===== src/rtl/fusion_pkg.sv =====
// rtl/fusion_pkg.sv - shared constants, state enum and brick helpers for the bit-fusion decomposer
package fusion_pkg;

  localparam int BRICK_W = 2;
  localparam int P_W     = 10;
  localparam int SHIFT_W = 4;

  localparam logic [1:0] PREC_2 = 2'b00;
  localparam logic [1:0] PREC_4 = 2'b01;
  localparam logic [1:0] PREC_8 = 2'b10;

  typedef enum logic {IDLE, EMIT} state_e;

  // Encoding 2'b11 falls through to the 8-bit case.
  function automatic logic [2:0] num_bricks(input logic [1:0] prec);
    case (prec)
      PREC_2:  return 3'd1;
      PREC_4:  return 3'd2;
      default: return 3'd4;
    endcase
  endfunction

  function automatic logic [BRICK_W-1:0] brick(input logic [7:0] op, input int idx);
    return BRICK_W'(op >> (BRICK_W * idx));
  endfunction

endpackage


===== src/rtl/fusion_brick_mul.sv =====
// rtl/fusion_brick_mul.sv - 2x2 brick multiplier with per-operand signedness, sign-extended product
module fusion_brick_mul
  import fusion_pkg::*;
(
  input  logic [BRICK_W-1:0] a_i,
  input  logic [BRICK_W-1:0] b_i,
  input  logic               a_signed_i,
  input  logic               b_signed_i,
  output logic [P_W-1:0]     p_o
);

  logic signed [BRICK_W:0]     a_x;
  logic signed [BRICK_W:0]     b_x;
  logic signed [2*BRICK_W+1:0] prod;

  assign a_x  = {a_signed_i & a_i[BRICK_W-1], a_i};
  assign b_x  = {b_signed_i & b_i[BRICK_W-1], b_i};
  assign prod = a_x * b_x;
  assign p_o  = {{(P_W-2*BRICK_W-2){prod[2*BRICK_W+1]}}, prod};

endmodule


===== src/rtl/fusion_decomposer.sv =====
// rtl/fusion_decomposer.sv - splits an operand pair into brick cross-products, one beat per shift group (FUSION_DECOMP_ZSKIP_EN skips all-zero beats)
module fusion_decomposer
  import fusion_pkg::state_e, fusion_pkg::IDLE, fusion_pkg::EMIT, fusion_pkg::num_bricks, fusion_pkg::brick;
#(
  parameter int OP_W    = 8,
  parameter int BRICK_W = 2,
  parameter int P_W     = 10,
  parameter int SHIFT_W = 4
) (
  input  logic               clk,
  input  logic               rst_n,
  input  logic               in_valid,
  output logic               in_ready,
  input  logic [OP_W-1:0]    in_a,
  input  logic [OP_W-1:0]    in_b,
  input  logic [1:0]         in_prec,
  input  logic               in_sign,
  output logic               out_valid,
  input  logic               out_ready,
  output logic [P_W-1:0]     out_p0,
  output logic [P_W-1:0]     out_p1,
  output logic [P_W-1:0]     out_p2,
  output logic [P_W-1:0]     out_p3,
  output logic [SHIFT_W-1:0] out_shift,
  output logic               out_sign,
  output logic               out_last
);

  state_e            state_q, state_d;
  logic [OP_W-1:0]   a_q, a_d, b_q, b_d;
  logic [1:0]        prec_q, prec_d;
  logic              sign_q, sign_d;
  logic [2:0]        k_q, k_d;
  logic [2:0]        n, kmax;
  logic              emit, last;
  int                imin, imax;
  logic [BRICK_W-1:0] abr [4];
  logic [BRICK_W-1:0] bbr [4];
  logic              asg [4];
  logic              bsg [4];
  logic [P_W-1:0]    prod [4];

  assign n    = num_bricks(prec_q);
  assign kmax = 3'({n, 1'b0} - 4'd2);
  assign emit = (state_q == EMIT);
  assign last = emit && (k_q == kmax);

`ifdef FUSION_DECOMP_ZSKIP_EN
  // A cross-product is zero exactly when either brick is zero.
  function automatic logic beat_nz(input logic [OP_W-1:0] a, input logic [OP_W-1:0] b,
                                   input int nb, input int k);
    beat_nz = 1'b0;
    for (int i = 0; i < 4; i++)
      if (i < nb && k - i >= 0 && k - i < nb && brick(a, i) != '0 && brick(b, k - i) != '0)
        beat_nz = 1'b1;
  endfunction

  function automatic logic [2:0] first_k(input logic [OP_W-1:0] a, input logic [OP_W-1:0] b,
                                         input logic [2:0] nb, input logic [2:0] from);
    int km;
    km      = 2 * int'(nb) - 2;
    first_k = 3'(km);
    for (int k = 6; k >= 0; k--)
      if (k >= int'(from) && k < km && beat_nz(a, b, int'(nb), k))
        first_k = 3'(k);
  endfunction
`endif

  always_ff @(posedge clk) begin
    if (!rst_n) begin
      state_q <= IDLE;
      a_q     <= '0;
      b_q     <= '0;
      prec_q  <= '0;
      sign_q  <= 1'b0;
      k_q     <= '0;
    end else begin
      state_q <= state_d;
      a_q     <= a_d;
      b_q     <= b_d;
      prec_q  <= prec_d;
      sign_q  <= sign_d;
      k_q     <= k_d;
    end
  end

  always_comb begin
    state_d  = state_q;
    a_d      = a_q;
    b_d      = b_q;
    prec_d   = prec_q;
    sign_d   = sign_q;
    k_d      = k_q;
    in_ready = 1'b0;
    case (state_q)
      IDLE: begin
        in_ready = 1'b1;
        if (in_valid) begin
          a_d     = in_a;
          b_d     = in_b;
          prec_d  = in_prec;
          sign_d  = in_sign;
          state_d = EMIT;
`ifdef FUSION_DECOMP_ZSKIP_EN
          k_d     = first_k(in_a, in_b, num_bricks(in_prec), 3'd0);
`else
          k_d     = 3'd0;
`endif
        end
      end
      EMIT: begin
        if (out_ready) begin
          if (last) begin
            state_d = IDLE;
            k_d     = 3'd0;
          end else begin
`ifdef FUSION_DECOMP_ZSKIP_EN
            k_d = first_k(a_q, b_q, n, k_q + 3'd1);
`else
            k_d = k_q + 3'd1;
`endif
          end
        end
      end
      default: state_d = IDLE;
    endcase
  end

  // Slot s carries pair (imin+s, k-imin-s); idle or unused slots see zero bricks.
  always_comb begin
    imin = (int'(k_q) >= int'(n)) ? int'(k_q) - int'(n) + 1 : 0;
    imax = (int'(k_q) < int'(n)) ? int'(k_q) : int'(n) - 1;
    for (int s = 0; s < 4; s++) begin
      abr[s] = '0;
      bbr[s] = '0;
      asg[s] = 1'b0;
      bsg[s] = 1'b0;
      if (emit && imin + s <= imax) begin
        abr[s] = brick(a_q, imin + s);
        bbr[s] = brick(b_q, int'(k_q) - imin - s);
        asg[s] = sign_q && (imin + s == int'(n) - 1);
        bsg[s] = sign_q && (int'(k_q) - imin - s == int'(n) - 1);
      end
    end
  end

  for (genvar g = 0; g < 4; g++) begin : g_slot
    fusion_brick_mul u_mul (
      .a_i        (abr[g]),
      .b_i        (bbr[g]),
      .a_signed_i (asg[g]),
      .b_signed_i (bsg[g]),
      .p_o        (prod[g])
    );
  end

  assign out_valid = emit;
  assign out_last  = last;
  assign out_sign  = emit & sign_q;
  assign out_shift = emit ? SHIFT_W'({k_q, 1'b0}) : '0;
  assign out_p0    = prod[0];
  assign out_p1    = prod[1];
  assign out_p2    = prod[2];
  assign out_p3    = prod[3];

endmodule


===== config.mk =====
export PLATFORM = sky130hd
export DESIGN_NAME = fusion_decomposer
export DESIGN_NICKNAME = d
export VERILOG_FILES = /design/src/rtl/fusion_pkg.sv /design/src/rtl/fusion_brick_mul.sv /design/src/rtl/fusion_decomposer.sv
export SDC_FILE = /design/constraint.sdc
export NUM_CORES = 1
export LEC_CHECK = 0
export ABC_AREA = 1
export CORE_ASPECT_RATIO = 1.1
export CORE_MARGIN = 8
export CORE_UTILIZATION = 54
export CTS_CLUSTER_DIAMETER = 80
export DETAILED_ROUTE_END_ITERATION = 8
export PLACE_DENSITY_LB_ADDON = 0.08
export SETUP_SLACK_MARGIN = 0.5
export SYNTH_ARGS = -nofsm -noshare
export SYNTH_HDL_FRONTEND = slang
export SYNTH_SLANG_ARGS = --single-unit

===== constraint.sdc =====
create_clock -name clk -period 9.55 [get_ports clk]
set_input_delay 2.865 -clock clk [delete_from_list [all_inputs] [get_ports clk]]
set_output_delay 2.865 -clock clk [all_outputs]
set_load 0.01 [all_outputs]

**Yosys cells after proc, flatten, opt, wreduce, memory -nomap -nowiden**

Cells that the tools add are included.

- Logic and storage cells: 103
- Register bits after elaboration: 23
- Output and inout port bits: 48
- Latch bits: 0
- Memories: 0
- ROM bits: 0
- RAM bits: 0
- Input bits: 23

- Mux-type cells: 29
- $lt $le $gt $ge: 6
- Bitwise operators: 10
- Shift-type cells: 8
- Multiply operators: 4
- Reductions and logical operators: 16
- Add/subtract/negate cells: 12
- Eq/ne operators: 12
- Divide/modulo/power cells: 0

Operators with widths:

| cell | count |
|---|---|
| == test 32 x 4 -> 1 bit | 8 |
| right shift 8 x 32 -> 2 bit | 8 |
| <= comparator 32 bit | 4 |
| adder 32 x 3 -> 32 bit (second input constant) | 2 |
| 2-to-1 mux 32 bit | 2 |
| subtractor 32 x 3 -> 32 bit (second input constant) | 2 |
| adder 32 x 2 -> 32 bit (second input constant) | 1 |
| subtractor 32 x 2 -> 32 bit (second input constant) | 1 |
| subtractor 4 x 32 -> 32 bit | 1 |
| multiplier 3 x 3 -> 6 bit | 4 |
| 2-to-1 mux 2 bit | 8 |
| logical AND 1 bit | 13 |
| 2-to-1 mux 1 bit | 12 |
| case mux 3 bit (2 select lines) | 2 |
| bitwise AND 1 bit | 9 |
| 2-to-1 mux 3 bit | 3 |
| adder 4 x 2 -> 5 bit (second input constant) | 1 |
| 2-to-1 mux 4 bit | 1 |
| != test 2 bit (second input constant) | 2 |
| AND reduction 2 bit | 2 |
| subtractor 3 x 1 -> 4 bit (second input constant) | 1 |
| subtractor 3 x 3 -> 4 bit | 1 |
| adder 3 x 1 -> 3 bit (second input constant) | 1 |
| == test 3 bit | 1 |
| 7 further kinds | 7 |

**Depth between registers and ports, before layout**

Gate-level depths: netlist (run 1).

- Depth after elaboration: 12
- Gate-level depth with buffers: 45
- Depth with buffers taken out: 44

**Cells and area by module**

From an unflattened synthesis (run 1), not the netlist that was laid out.

- Cell total of the unflattened synthesis: 1147
- Area total of the unflattened synthesis: 6847.8 um^2

By module, submodules not included:

| module | times used | cells an instance | area each (um^2) | seq. area each (um^2) |
|---|---|---|---|---|
| fusion_decomposer | 1 | 943 | 5526.6 | 460.4 |
| fusion_brick_mul | 4 | 51 | 330.3 | 0.0 |

**Worst setup path after synthesis (run 1)**

Ideal clock, no wire load.

- Path type: register to output
- From: register prec_q[1]
- To: output port out_p2[6]
- Arrival time: 7.065 ns
- Path buffers: 3
- Slack: -0.380 ns
- Stages on the path, launching flop included: 42
- Required time: 6.685 ns
- Path through: dfxtp_1 > nor2_2 > ha_1 > inv_1 > fa_1 > inv_1 > fa_1 > nand2_2 > nand2_1 > clkbuf_1 > inv_1 > fa_1 > or2_2 > nand2_1 > nand2_1 > ha_1 > buf_2 > nor2_1 > [6 not listed] > nand2_1 > nand2_1 > nand2_1 > nor2_1 > nand3_1 > nor2_2 > nand2_1 > nor2_2 > inv_2 > fa_1 > fa_1 > inv_1 > ha_1 > inv_1 > fa_1 > xnor2_1 > xnor2_1 > buf_4

- Longest elaborated chain between the ends: 12
- Elaborated cells on any way between the ends: 28
- Classes of those cells: 6 x add/sub; 1 x mul; 3 x order compare; 3 x eq/ne; 2 x shift; 7 x mux; 2 x bitwise; 4 x reduce/logical

RTL lines:

| element | RTL line | source |
|---|---|---|
| from (decl) | fusion_decomposer.sv:31 | `logic [1:0] prec_q, prec_d;` |
| from (signal assigned) | fusion_decomposer.sv:81 | `prec_q <= prec_d;` |
| == test 2 x 1 -> 1 bit / zero test 2 bit (equally long branches) | fusion_pkg.sv:16 | `case (prec)` |
| case mux 3 bit (2 select lines) * | fusion_pkg.sv:16 |  |
| subtractor 3 x 3 -> 4 bit | fusion_decomposer.sv:131 | `imin = (int'(k_q) >= int'(n)) ? int'(k_q) - int'(n) + 1 : 0;` |
| adder 4 x 2 -> 5 bit | fusion_decomposer.sv:131 |  |
| 2-to-1 mux 32 bit | fusion_decomposer.sv:131 |  |
| subtractor 4 x 32 -> 32 bit | fusion_decomposer.sv:142 | `bsg[s] = sign_q && (int'(k_q) - imin - s == int'(n) - 1);` |
| subtractor 32 x 3 -> 32 bit | fusion_decomposer.sv:142 |  |
| == test 32 x 4 -> 1 bit | fusion_decomposer.sv:142 |  |
| logical AND 1 bit | fusion_decomposer.sv:142 |  |
| 2-to-1 mux 1 bit | fusion_decomposer.sv:138 | `if (emit && imin + s <= imax) begin` |
| bitwise AND 1 bit | fusion_brick_mul.sv:17 | `assign b_x = {b_signed_i & b_i[BRICK_W-1], b_i};` |
| multiplier 3 x 3 -> 6 bit * | fusion_brick_mul.sv:18 | `assign prod = a_x * b_x;` |
| to (decl) | fusion_decomposer.sv:22 | `output logic [P_W-1:0] out_p2,` |

Mark *: on every way between the ends. The rest lies on a longest branch, timed or not.

**Worst setup path after layout (run 1)**

- From: register prec_q[0]
- To: output port out_p3[7]

- Longest elaborated chain between the ends: 12
- Elaborated cells on any way between the ends: 28
- Classes of those cells: 6 x add/sub; 1 x mul; 3 x order compare; 3 x eq/ne; 2 x shift; 7 x mux; 2 x bitwise; 4 x reduce/logical

RTL lines:

| element | RTL line | source |
|---|---|---|
| == test 2 x 1 -> 1 bit / zero test 2 bit (equally long branches) | fusion_pkg.sv:16 |  |
| case mux 3 bit (2 select lines) * | fusion_pkg.sv:16 |  |
| subtractor 3 x 3 -> 4 bit | fusion_decomposer.sv:131 |  |
| adder 4 x 2 -> 5 bit | fusion_decomposer.sv:131 |  |
| 2-to-1 mux 32 bit | fusion_decomposer.sv:131 |  |
| subtractor 4 x 32 -> 32 bit | fusion_decomposer.sv:142 |  |
| subtractor 32 x 3 -> 32 bit | fusion_decomposer.sv:142 |  |
| == test 32 x 4 -> 1 bit | fusion_decomposer.sv:142 |  |
| logical AND 1 bit | fusion_decomposer.sv:142 |  |
| 2-to-1 mux 1 bit | fusion_decomposer.sv:138 |  |
| bitwise AND 1 bit | fusion_brick_mul.sv:17 |  |
| multiplier 3 x 3 -> 6 bit * | fusion_brick_mul.sv:18 |  |
| to (decl) | fusion_decomposer.sv:23 | `output logic [P_W-1:0] out_p3,` |

Marks and branches as above.

==> flow_summary.rst, run 1 <==
.. list-table::
   :header-rows: 1

   * - Metric
     - Value
   * - Pwr/cell area
     - approximately 180 nW/um^2
   * - Yosys cell types
     - 50
   * - Number of diodes
     - 0
   * - Cell type with the highest occurrence count on the critical path
     - sky130_fd_sc_hd__ha_4
   * - Number of iterations in the first detailed-routing pass
     - 5
   * - Data arrival time of the critical path
     - between 6 and 7 ns
   * - Placement Setup Slack
     - -0.290 ns
   * - Max capacitance violation total
     - 0
   * - CP endpoint kind
     - output pin
   * - Final Hold Fails
     - 0
   * - Non-Filler Cell Area, Final
     - 9710 um^2
   * - Result of the run
     - finished, violations left
   * - Sinks on Clock Net
     - 23
   * - Proportion of layout cells with a drive suffix above 1
     - 0.360
   * - Clock tree from TritonCTS
     - yes
   * - Overall die area
     - roughly 16000 um^2
   * - Vert. Die Dim
     - approximately 130 um
   * - Die outline width
     - about 120 um
   * - Wirelength, routed
     - between 20 and 25 mm
   * - Count of standard-cell rows
     - 42
   * - Worst-path cell with the longest stage delay
     - sky130_fd_sc_hd__fa_2
   * - Number of max-slew violations in the final report
     - 0
   * - Placeable Area
     - around 12000 um^2
   * - First-pass GRT wire length
     - roughly 35 mm
   * - Sequential cell area fraction in the yosys report
     - 0.0709
   * - Number of buffers on the longest clock path
     - 2
   * - Critical-path maximum fanout
     - 5
   * - Total grt overflow
     - 0
   * - Max Fclk
     - just over 0.1 GHz
   * - Routability cong.
     - roughly 1
   * - Worst voltage drop across the vdd grid
     - 0.000138 V
   * - Cell area after technology mapping
     - approximately 6500 um^2
   * - Total of flip-flops plus latches after synthesis
     - 23
   * - Number of input and output port buffers inserted
     - a little under 70
   * - Combined buffer and inverter count along the critical path
     - 10
   * - Worst-path clk slew
     - about 0.06 ns
   * - Clock buffer count from CTS
     - 3
   * - Worst hold path class
     - flip-flop to flip-flop
   * - Routed Antenna Nets
     - 0
   * - Startpoint type of the worst setup path
     - flip-flop
   * - Vias per cell
     - 5.39
   * - Number of nets in the layout
     - between 1000 and 1500
   * - Worst slew pin tran
     - approximately 0.96 ns
   * - Kind of cell with the highest combined delay on the critical path
     - adder cells
   * - WS Path Type
     - flip-flop to output pin
   * - Detailed Route Iter0 Violations
     - ~530
   * - Post-cts hold buffer count
     - 0
   * - Total global routing track utilization
     - 0.273
   * - Unrepaired setup endpoints after global routing
     - yes
   * - Rel. slew slack
     - 0.354
   * - Worst-skew pair later-pin latency
     - 0.25 ns
   * - Setup slack after layout
     - -0.115 ns
   * - Per-cell routed wire length
     - 15.6 um
   * - Number of global-route vias before repair
     - ~7700
   * - Total of fill cells in the finished design
     - a little over 800
   * - Number of antenna violations at the first check in global routing
     - 0
   * - Syn avg cell area
     - between 6 and 7 um^2
   * - DP Area
     - roughly 8600 um^2
   * - Via count of the routed design
     - just under 8000
   * - Final critical-path required period
     - around 9.7 ns
   * - Count of pins on the block boundary
     - 71
   * - Final period util
     - 1.01
   * - Setup violators final
     - 15
   * - Leakage power summed over all cells
     - a little under 5 nW
   * - Starting density of the core
     - 0.547
   * - Clk root buf
     - sky130_fd_sc_hd__clkbuf_16
   * - Pin count of the biggest net entering global routing
     - 29
   * - H-Tree Depth
     - 1
   * - Slowest Stage Delay on Critical Path
     - between 0.6 and 0.7 ns
   * - Warnings from Yosys
     - 0
   * - Utilization after layout
     - 0.818
   * - Required time worst endpoint
     - about 6.7 ns
   * - Failing checks
     - setup timing
   * - Number of DRC violations after detailed routing
     - 0
   * - Setup Skew
     - 0.00117 ns
   * - Layout Area Growth over Synthesis
     - 49.5%
   * - DP Wirelength
     - between 15 and 20 mm
   * - Instance count of the mapped netlist
     - 1052
==> per-layer routing <==
| metal | part of all wire | global-route usage | routed length (um) |
|---|---|---|---|
| met5 | 0 | 0 | 0 |
| met4 | 0.049 | 0.120 | 1120 |
| met3 | 0.055 | 0.0292 | 1250 |
| met2 | 0.51 | 0.515 | 11600 |
| met1 | 0.38 | 0.303 | 8680 |
==> through the flow <==
stage | hold WS [ns] | std cells | setup TNS (ns) | power, mW
after floorplan | 0.440 | 1086 | 0 | 0.987
after global placement | 0.461 | 1409 | -1.43 | 1.42
after detailed placement | 0.470 | 1409 | -4.53 | 1.44
after CTS | 0.487 | 1436 | 0 | 1.65
after global routing | 0.509 | 1453 | -7.32 | 1.94
final | 0.489 | 1453 | -1.20 | 1.80
==> layout make-up <==
| type | count | area [um^2] | share of cell area |
|---|---|---|---|
| timing repair buffer | 240 | 1910 | 0.196 |
| multi-input combinational | 838 | 6320 | 0.650 |
| tap | 154 | 193 | 0.0198 |
| inverter | 194 | 747 | 0.0769 |
| sequential | 23 | 469 | 0.0483 |
| clock buffer | 3 | 75.1 | 0.00773 |
| clock inverter | 1 | 5.00 | 0.000515 |
==> cells in the mapped netlist (all sizes together) <==
cell type / n / share of area
nor4: 9 / 0.0087
o2111ai: 2 / 0.0027
a21oi: 43 / 0.035
buf: 21 / 0.024
a221oi: 2 / 0.0027
xnor2: 12 / 0.016
o21bai: 4 / 0.0052
nor3b: 1 / 0.0012
a31oi: 3 / 0.0029
ha: 104 / 0.20
o21a: 3 / 0.0035
inv: 192 / 0.11
o221ai: 1 / 0.0013
nand3: 71 / 0.062
o311ai: 1 / 0.0013
nor2: 135 / 0.091
clkbuf: 10 / 0.0058
nand4: 23 / 0.028
a21o: 2 / 0.0023
nand3b: 4 / 0.0046
conb: 2 / 0.0012
xor2: 12 / 0.016
nor3: 28 / 0.024
and3: 1 / 0.00096
nand2: 244 / 0.15
and2: 2 / 0.0019
fa: 21 / 0.065
mux2i: 4 / 0.0062
or2: 2 / 0.0019
o211ai: 3 / 0.0035
dfxtp: 23 / 0.071
o21ai: 64 / 0.050
or3: 1 / 0.00096
clkinv: 2 / 0.0012
==> repair_timing <==
action	in CTS	in global routing
pin swaps	50	47
setup endpoints to repair	32	32
gates resized for setup	199	110
buffers inserted	23	17
==> layout by cell type, fill, tap and decap left out, drive strengths merged, types with 2 or more instances in the layout <==
cell and count:
a31oi 3, a21o 2, nand2 244, a221oi 2, or2 2, dlygate4sd2 2, a21oi 43, inv 191
clkbuf 4, o2111ai 2, o21ai 64, nand3b 4, clkdlybuf4s50 37, o211ai 3, and2 2, nor3 28
dlymetal6s2s 3, conb 36, clkinv 3, nand4 23, nand3 71, ha 104, dfxtp 23, xor2 12
o21a 3, xnor2 12, nor4 9, o21bai 4, fa 21, buf 196, mux2i 4, nor2 135
==> power breakdown <==
group,switching [mW],internal (mW)
sequential,0.00771,0.104
clock,0.0358,0.0564
combinational,0.964,0.627
==> registers in the layout (all words and copies together), names as in the netlist <==
name,flops
k_q,3
b_q,8
out_valid,1
prec_q,2
a_q,8
sign_q,1
==> path summary, 6_finish.rpt <==
check                                from   endpoint  slack [ns]  cells past startpoint
worst max-delay path            prec_q[0]  out_p3[7]       -0.12                     37
worst min-delay path               a_q[5]     a_q[5]        0.49                      2
worst max register to register  out_valid     sign_q        6.90                      4
worst min register to register     a_q[5]     a_q[5]        0.49                      2
==> kinds of logic (layout without fill, tap and decap cells) <==
| family | count (synthesis) | after routing | synth area share |
|---|---|---|---|
| AOI/OAI and AO/OA | 128 | 128 | 0.111 |
| xor gates and xnor gates | 24 | 24 | 0.0324 |
| adders and majority gates | 125 | 125 | 0.265 |
| buffers and inverters | 225 | 438 | 0.142 |
| DFF | 23 | 23 | 0.0709 |
| muxes | 4 | 4 | 0.00616 |
| other | 2 | 36 | 0.00116 |
| and+or+nand+nor | 521 | 521 | 0.372 |
==> tightest hold or removal path, stage by stage (launching register included) <==
cell	delay, ns
sky130_fd_sc_hd__dfxtp_1	0.31
sky130_fd_sc_hd__inv_1	0.07
sky130_fd_sc_hd__a21oi_1	0.06
Power figures use the tool's default switching activity.
==> inputs of run 2 (changes only) <==
--- a/config.mk
+++ b/config.mk
@@ -6,11 +6,13 @@
 export NUM_CORES = 1
 export LEC_CHECK = 0
 export ABC_AREA = 1
+export CAP_MARGIN = 10
 export CORE_ASPECT_RATIO = 1.1
 export CORE_MARGIN = 8
-export CORE_UTILIZATION = 54
+export CORE_UTILIZATION = 57
 export CTS_CLUSTER_DIAMETER = 80
 export DETAILED_ROUTE_END_ITERATION = 8
+export MAX_ROUTING_LAYER = met4
 export PLACE_DENSITY_LB_ADDON = 0.08
 export SETUP_SLACK_MARGIN = 0.5
 export SYNTH_ARGS = -nofsm -noshare
==> constraint.sdc (replaced) <==
create_clock -name clk -period 9.85 [get_ports clk]
set_input_delay 2.955 -clock clk [delete_from_list [all_inputs] [get_ports clk]]
set_output_delay 2.955 -clock clk [all_outputs]
set_load 0.01 [all_outputs]
==> flow_summary.rst, run 2 (synthesized netlist as in run 1, its figures left out) <==
.. list-table::
   :header-rows: 1

   * - Metric
     - Value
   * - Setup violators final
     - 5 (was 15)
   * - Detailed Route Iter0 Violations
     - 586 (was 527)
   * - Number of cells on the worst hold path
     - 2 (unchanged)
   * - H-Tree Depth
     - 1 (unchanged)
   * - Worst voltage drop across the vdd grid
     - 0.000135 V (was 0.000138 V)
   * - Register-to-Register Path Depth
     - 4 (unchanged)
   * - DP Wirelength
     - 16.3 mm (was 17.6 mm)
   * - Routability cong.
     - 0.992 (was 1.01)
   * - Number of input and output port buffers inserted
     - 69 (unchanged)
   * - Number of buffers on the longest clock path
     - 2 (unchanged)
   * - WS Path Type
     - flip-flop to output pin (unchanged)
   * - Number of nets in the layout
     - 1413 (was 1448)
   * - Count of standard-cell rows
     - 41 (was 42)
   * - DP Area
     - 8220 um^2 (was 8620 um^2)
   * - Registers with the most flip-flops
     - a_q: 8 flops, b_q: 8 flops, k_q: 3 flops (unchanged)
   * - Worst hold path startpoint
     - a_q[2] (was a_q[5])
   * - Vias per cell
     - 5.51 (was 5.39)
   * - Max capacitance violation total
     - 0 (unchanged)
   * - Number of diodes
     - 0 (unchanged)
   * - Clock buffer count from CTS
     - 3 (unchanged)
   * - Total global routing track utilization
     - 0.283 (was 0.273)
   * - Non-Filler Cell Area, Final
     - 9540 um^2 (was 9710 um^2)
   * - Wirelength, routed
     - 22.8 mm (was 22.7 mm)
   * - Pwr/cell area
     - 182 nW/um^2 (was 185 nW/um^2)
   * - Number of global-route vias before repair
     - 7704 (was 7697)
   * - Leakage power summed over all cells
     - 4.87 nW (was 4.95 nW)
   * - Worst reg2reg path startpoint
     - out_valid (unchanged)
   * - Worst-path cell with the longest stage delay
     - sky130_fd_sc_hd__fa_2 (unchanged)
   * - Setup Skew
     - 0.00552 ns (was 0.00117 ns)
   * - Unrepaired setup endpoints after global routing
     - yes (unchanged)
   * - Max Fclk
     - a little over 0.1 GHz
   * - Final period util
     - 1.00
   * - Result of the run
     - finished, violations left (unchanged)
   * - Per-cell routed wire length
     - 16.1 um (was 15.6 um)
   * - Number of DRC violations after detailed routing
     - 0 (unchanged)
   * - Utilization after layout
     - 0.845 (was 0.818)
   * - Vert. Die Dim
     - 128 um (was 131 um)
   * - Rel. slew slack
     - 0.443 (was 0.354)
   * - Placeable Area
     - 11300 um^2 (was 11900 um^2)
   * - Worst hold path class
     - flip-flop to flip-flop (unchanged)
   * - Hold endpoint
     - a_q[2] (was a_q[5])
   * - Data arrival time of the critical path
     - 6.91 ns (was 6.80 ns)
   * - Die outline width
     - 118 um (was 121 um)
   * - Number of antenna violations at the first check in global routing
     - 0 (unchanged)
   * - CP endpoint kind
     - output pin (unchanged)
   * - Critical-path maximum fanout
     - 5 (unchanged)
   * - Most common cell after layout, fill and taps aside
     - sky130_fd_sc_hd__nand2_1 (unchanged)
   * - Startpoint type of the worst setup path
     - flip-flop (unchanged)
   * - Setup slack after layout
     - -0.0128 ns (was -0.115 ns)
   * - Worst reg2reg setup slack
     - 7.20 ns (was 6.90 ns)
   * - Starting density of the core
     - 0.576 (was 0.547)
   * - Number of iterations in the first detailed-routing pass
     - 5 (unchanged)
   * - Final worst hold slack
     - 0.483 ns (was 0.489 ns)
   * - Count of pins on the block boundary
     - 71 (unchanged)
   * - Cell type with the highest occurrence count on the critical path
     - sky130_fd_sc_hd__inv_2 (was sky130_fd_sc_hd__ha_4)
   * - Pin count of the biggest net entering global routing
     - 29 (unchanged)
   * - Overall die area
     - 15100 um^2 (was 15800 um^2)
   * - Final critical-path required period
     - 9.86 ns
   * - Required time worst endpoint
     - 6.90 ns (was 6.69 ns)
   * - Worst-skew pair later-pin latency
     - 0.26 ns (was 0.25 ns)
   * - Worst slew pin tran
     - 0.826 ns (was 0.959 ns)
   * - Commonest cells after routing, fill and taps aside
     - sky130_fd_sc_hd__nand2_1, sky130_fd_sc_hd__inv_1, sky130_fd_sc_hd__buf_4 (was sky130_fd_sc_hd__nand2_1, sky130_fd_sc_hd__buf_4, sky130_fd_sc_hd__inv_1)
   * - Final Hold Fails
     - 0 (unchanged)
   * - Clk root buf
     - sky130_fd_sc_hd__clkbuf_16 (unchanged)
   * - Layout Area Growth over Synthesis
     - 46.8% (was 49.5%)
   * - Via count of the routed design
     - 7794 (was 7827)
   * - Routed Antenna Nets
     - 0 (unchanged)
   * - Number of max-slew violations in the final report
     - 0 (unchanged)
   * - Slowest Stage Delay on Critical Path
     - 0.46 ns (was 0.62 ns)
   * - Worst-path clk slew
     - 0.06 ns (about the same)
   * - Reg-to-Reg End
     - b_q[7] (was sign_q)
   * - Total of fill cells in the finished design
     - 692 (was 818)
   * - Post-cts hold buffer count
     - 0 (unchanged)
   * - Clock tree from TritonCTS
     - yes (unchanged)
   * - Sinks on Clock Net
     - 23 (unchanged)
   * - Total grt overflow
     - 0 (unchanged)
   * - Failing checks
     - setup timing (unchanged)
   * - Proportion of layout cells with a drive suffix above 1
     - 0.340 (was 0.360)
   * - First-pass GRT wire length
     - 34.8 mm (was 35.4 mm)
## run 2: changes by cell type in the layout (fill, tap and decap cells not counted), moves of 4 or more
cell / before / now
sky130_fd_sc_hd__buf_4: 162 / 128
sky130_fd_sc_hd__nor2_1: 86 / 91
sky130_fd_sc_hd__ha_4: 26 / 33
sky130_fd_sc_hd__buf_2: 21 / 17
sky130_fd_sc_hd__ha_1: 77 / 68
sky130_fd_sc_hd__nand2_4: 16 / 11
sky130_fd_sc_hd__dlymetal6s2s_1: 3 / 7
## run 2: worst max-delay path, delay by kind of cell (launching register included)
| kind | cells | cell delay, ns |
|---|---|---|
| adder cells (fa/ha/maj) | 11 | 2.72 |
| buffers and inverters | 16 | 1.43 |
| AND/OR/NAND/NOR | 16 | 1.37 |
| AO/OA/AOI/OAI | 3 | 0.41 |
| XOR/XNOR | 2 | 0.38 |
| flip-flops | 1 | 0.35 |
## run 2: how the worst max path moves through the flow
stage,from,end
after floorplan,prec_q[1],out_p2[6]
after global placement,prec_q[1],out_p3[8]
after detailed placement,prec_q[1],out_p3[9]
after CTS,prec_q[0],out_p3[9]
after global routing,prec_q[1],out_p3[7]
final,prec_q[1],out_p3[9]
## run 2: report_power, final
group          internal, mW  switching [mW]
Clock                0.0546          0.0331
Combinational         0.594           0.942
Sequential            0.100         0.00707
## run 2: layer usage
layer	vias up	track usage	part of all wire
li1	3773	-	-
met1	3636	0.288	0.37
met2	286	0.533	0.53
met3	99	0.0330	0.051
met4	0	0.137	0.049
met5	-	-	0
## run 2: layout make-up
class | count | area, um^2 | share of cell area
clock inverters | 1 | 5.00 | 0.000525
multi-input cells | 838 | 6360 | 0.667
well taps | 150 | 188 | 0.0197
inverters | 194 | 744 | 0.0781
clock buffers | 3 | 75.1 | 0.00787
flip-flops and latches | 23 | 469 | 0.0492
repair buffers | 205 | 1690 | 0.177
## run 2: timing repair
action,CTS,global route
resized for setup,246,78
setup buffers,28,16
endpoints found under the hold margin,0,0
pin swaps,74,54
endpoints found under the setup margin,30,30
## run 2: stage by stage
step,power [mW],TNS [ns],instances,worst slack [ns]
2_1_floorplan,0.935,0,1086,0.501
3_3_place_gp,1.29,-1.56,1366,-0.144
3_5_place_dp,1.30,-3.34,1366,-0.215
4_1_cts,1.57,0,1398,0.230
5_1_grt,1.86,-3.09,1414,-0.291
6_report,1.73,-0.0425,1414,-0.0128
==> inputs of run 3 (changes only) <==
--- a/config.mk
+++ b/config.mk
@@ -13,7 +13,7 @@
 export CTS_CLUSTER_DIAMETER = 80
 export DETAILED_ROUTE_END_ITERATION = 8
 export MAX_ROUTING_LAYER = met4
-export PLACE_DENSITY_LB_ADDON = 0.08
+export PLACE_DENSITY = 0.8
 export SETUP_SLACK_MARGIN = 0.5
 export SYNTH_ARGS = -nofsm -noshare
 export SYNTH_HDL_FRONTEND = slang
==> flow_summary.rst, run 3 (synthesized netlist as in run 1, its figures left out) <==
.. list-table::
   :header-rows: 1

   * - Metric
     - Value
   * - Result of the run
     - finished, violations left (unchanged)
   * - Failing checks
     - setup timing (unchanged)
   * - Cell internal power dissipation
     - 0.820 mW (was 0.749 mW)
   * - H-Tree Depth
     - 1 (unchanged)
   * - Setup Skew
     - 0.00123 ns (was 0.00552 ns)
   * - Fraction of power spent switching nets
     - 0.574 (was 0.567)
   * - Register-to-Register Path Depth
     - 4 (unchanged)
   * - Number of iterations in the first detailed-routing pass
     - 6 (was 5)
   * - Worst-path clk slew
     - 0.06 ns (about the same)
   * - Global-route met3 utilization
     - 0.0216 (was 0.0330)
   * - Worst hold path class
     - flip-flop to flip-flop (unchanged)
   * - Final period util
     - 1.01 (was 1.00)
   * - Number of max-slew violations in the final report
     - 0 (unchanged)
   * - Share of total power in sequential cells
     - 0.056 (was 0.062)
   * - Setup slack after layout
     - -0.0996 ns (was -0.0128 ns)
   * - Pin count of the biggest net entering global routing
     - 29 (unchanged)
   * - Vert. Die Dim
     - 128 um (unchanged)
   * - Clock buffer count from CTS
     - 3 (unchanged)
   * - Number of cells on the worst hold path
     - 2 (unchanged)
   * - Number of input and output port buffers inserted
     - 69 (unchanged)
   * - Layout Area Growth over Synthesis
     - 52.5% (was 46.8%)
   * - Number of antenna violations at the first check in global routing
     - 0 (unchanged)
   * - Number of DRC violations after detailed routing
     - 0 (unchanged)
   * - Number of diodes
     - 0 (unchanged)
   * - Setup violators final
     - 10 (was 5)
   * - Number of global-route vias before repair
     - 7465 (was 7704)
   * - Die outline width
     - 118 um (unchanged)
   * - Final critical-path required period
     - 9.95 ns (was 9.86 ns)
   * - Commonest cells after routing, fill and taps aside
     - sky130_fd_sc_hd__nand2_1, sky130_fd_sc_hd__buf_4, sky130_fd_sc_hd__inv_1 (was sky130_fd_sc_hd__nand2_1, sky130_fd_sc_hd__inv_1, sky130_fd_sc_hd__buf_4)
   * - Count of pins on the block boundary
     - 71 (unchanged)
   * - Required time worst endpoint
     - 6.90 ns (about the same)
   * - Hold endpoint
     - a_q[2] (unchanged)
   * - Grt met1 use
     - 0.322 (was 0.288)
   * - Critical-path maximum fanout
     - 5 (unchanged)
   * - Number of nets in the layout
     - 1430 (was 1413)
   * - Worst reg2reg setup slack
     - 7.20 ns (about the same)
   * - Unrepaired setup endpoints after global routing
     - yes (unchanged)
   * - Total global routing track utilization
     - 0.284 (was 0.283)
   * - Global routing usage on met2
     - 0.510 (was 0.533)
   * - WS Path Type
     - flip-flop to output pin (unchanged)
   * - Max capacitance violation total
     - 0 (unchanged)
   * - First-pass GRT wire length
     - 35.0 mm (was 34.8 mm)
   * - Most Used Layer, Global Route
     - met2 (unchanged)
   * - Detailed Route Iter0 Violations
     - 813 (was 586)
   * - Overall die area
     - 15100 um^2 (unchanged)
   * - Number of buffers on the longest clock path
     - 2 (unchanged)
   * - Sw Pwr
     - 1.10 mW (was 0.982 mW)
   * - Utilization after layout
     - 0.878 (was 0.845)
   * - Startpoint type of the worst setup path
     - flip-flop (unchanged)
   * - Count of standard-cell rows
     - 41 (unchanged)
   * - Pwr/cell area
     - 194 nW/um^2 (was 182 nW/um^2)
   * - Slowest Stage Delay on Critical Path
     - 0.52 ns (was 0.46 ns)
   * - Clk root buf
     - sky130_fd_sc_hd__clkbuf_16 (unchanged)
   * - Worst hold path startpoint
     - a_q[2] (unchanged)
   * - Wirelength, routed
     - 26.7 mm (was 22.8 mm)
   * - Gate power share
     - 0.898 (was 0.887)
   * - Per-cell routed wire length
     - 18.7 um (was 16.1 um)
   * - Worst voltage drop across the vdd grid
     - 0.000148 V (was 0.000135 V)
   * - Final Hold Fails
     - 0 (unchanged)
   * - Worst-path cell with the longest stage delay
     - sky130_fd_sc_hd__fa_1 (was sky130_fd_sc_hd__fa_2)
   * - Share of total power in the clock network
     - 0.046 (was 0.051)
   * - Clock tree from TritonCTS
     - yes (unchanged)
   * - Routability cong.
     - 0.988 (was 0.992)
   * - Data arrival time of the critical path
     - 6.99 ns (was 6.91 ns)
   * - Leakage power summed over all cells
     - 4.96 nW (was 4.87 nW)
   * - Proportion of layout cells with a drive suffix above 1
     - 0.372 (was 0.340)
   * - Starting density of the core
     - 0.576 (unchanged)
   * - Worst reg2reg path startpoint
     - out_valid (unchanged)
   * - Sum Neg Setup Slack
     - -0.873 ns (was -0.0425 ns)
   * - CP endpoint kind
     - output pin (unchanged)
   * - Worst slew pin tran
     - 0.943 ns (was 0.826 ns)
   * - Registers with the most flip-flops
     - a_q: 8 flops, b_q: 8 flops, k_q: 3 flops (unchanged)
   * - Reg-to-Reg End
     - sign_q (was b_q[7])
   * - DP Wirelength
     - 17.4 mm (was 16.3 mm)
   * - Worst-skew pair later-pin latency
     - 0.25 ns (was 0.26 ns)
   * - Rel. slew slack
     - 0.365 (was 0.443)
   * - Routed Antenna Nets
     - 0 (unchanged)
   * - Max Fclk
     - 0.101 GHz (about the same)
   * - Total grt overflow
     - 0 (unchanged)
   * - Most common cell after layout, fill and taps aside
     - sky130_fd_sc_hd__nand2_1 (unchanged)
   * - Via count of the routed design
     - 8438 (was 7794)
   * - Sinks on Clock Net
     - 23 (unchanged)
   * - Vias per cell
     - 5.90 (was 5.51)
   * - Placeable Area
     - 11300 um^2 (unchanged)
[run 3: cell count changes in the layout (fill, tap and decap cells not counted), moves of 7 or more]
cell                      before  now
sky130_fd_sc_hd__nor2_4       20   30
sky130_fd_sc_hd__inv_1       139  130
sky130_fd_sc_hd__buf_4       128  138
sky130_fd_sc_hd__nand2_4      11   18
sky130_fd_sc_hd__nand2_1     194  186
[run 3: what timing repair did]
item | in CTS | in global routing
resized for setup | 146 | 240
pin swaps | 39 | 102
hold buffers | 0 | 0
endpoints found under the setup margin | 30 | 32
setup buffers | 17 | 32
[run 3: worst max-delay path, delay by kind of cell, from the launching register on]
family	cells	cell delay, ns
AOI/OAI and AO/OA	3	0.46
xor gates and xnor gates	2	0.44
DFF	1	0.36
adders and majority gates	9	2.73
and+or+nand+nor	16	1.64
buffers and inverters	12	1.10
[run 3: through the flow]
step / setup WS [ns] / hold WS, ns / cells / instance area (um^2) / power, mW
2_1_floorplan: 0.501 / 0.440 / 1086 / 6840 / 0.935
3_3_place_gp: -0.126 / 0.457 / 1378 / 8330 / 1.35
3_5_place_dp: -0.265 / 0.463 / 1378 / 8330 / 1.36
4_1_cts: 0.186 / 0.479 / 1399 / 8730 / 1.51
5_1_grt: -0.331 / 0.514 / 1431 / 9910 / 2.03
6_report: -0.0996 / 0.479 / 1431 / 9910 / 1.92
[run 3: how the worst max path moves through the flow]
stage / startpoint / endpoint / slack [ns] / cells after the start
after CTS: prec_q[0] / out_p3[7] / 0.19 / 43
after detailed placement: prec_q[1] / out_p3[7] / -0.27 / 41
after global placement: prec_q[1] / out_p3[6] / -0.13 / 39
final: prec_q[0] / out_p1[6] / -0.1 / 42
after floorplan: prec_q[1] / out_p2[6] / 0.50 / 43
after global routing: prec_q[0] / out_p3[9] / -0.33 / 35
[run 3: cell type report]
| class | count | area [um^2] |
|---|---|---|
| tap | 150 | 188 |
| clock inverter | 1 | 5.00 |
| fill | 594 | 1380 |
| sequential | 23 | 469 |
| multi-input combinational | 838 | 6540 |
| inverter | 194 | 762 |
| clock buffer | 3 | 75.1 |
| timing repair buffer | 222 | 1870 |
[run 3: layer usage]
metal | wire length (um) | vias up
met5 | 0 | -
met4 | 2080 | 0
met3 | 2150 | 200
met2 | 12900 | 541
met1 | 9540 | 3899
li1 | - | 3798
[run 3: power by group through the flow]
stage / clock network, mW / registers [mW] / logic [mW]
6_report: 0.0876 / 0.108 / 1.73
5_1_grt: 0.0913 / 0.108 / 1.83
4_1_cts: 0.0874 / 0.107 / 1.32
3_5_place_dp: 0 / 0.109 / 1.25
3_3_place_gp: 0 / 0.108 / 1.24
2_1_floorplan: 0 / 0.107 / 0.828
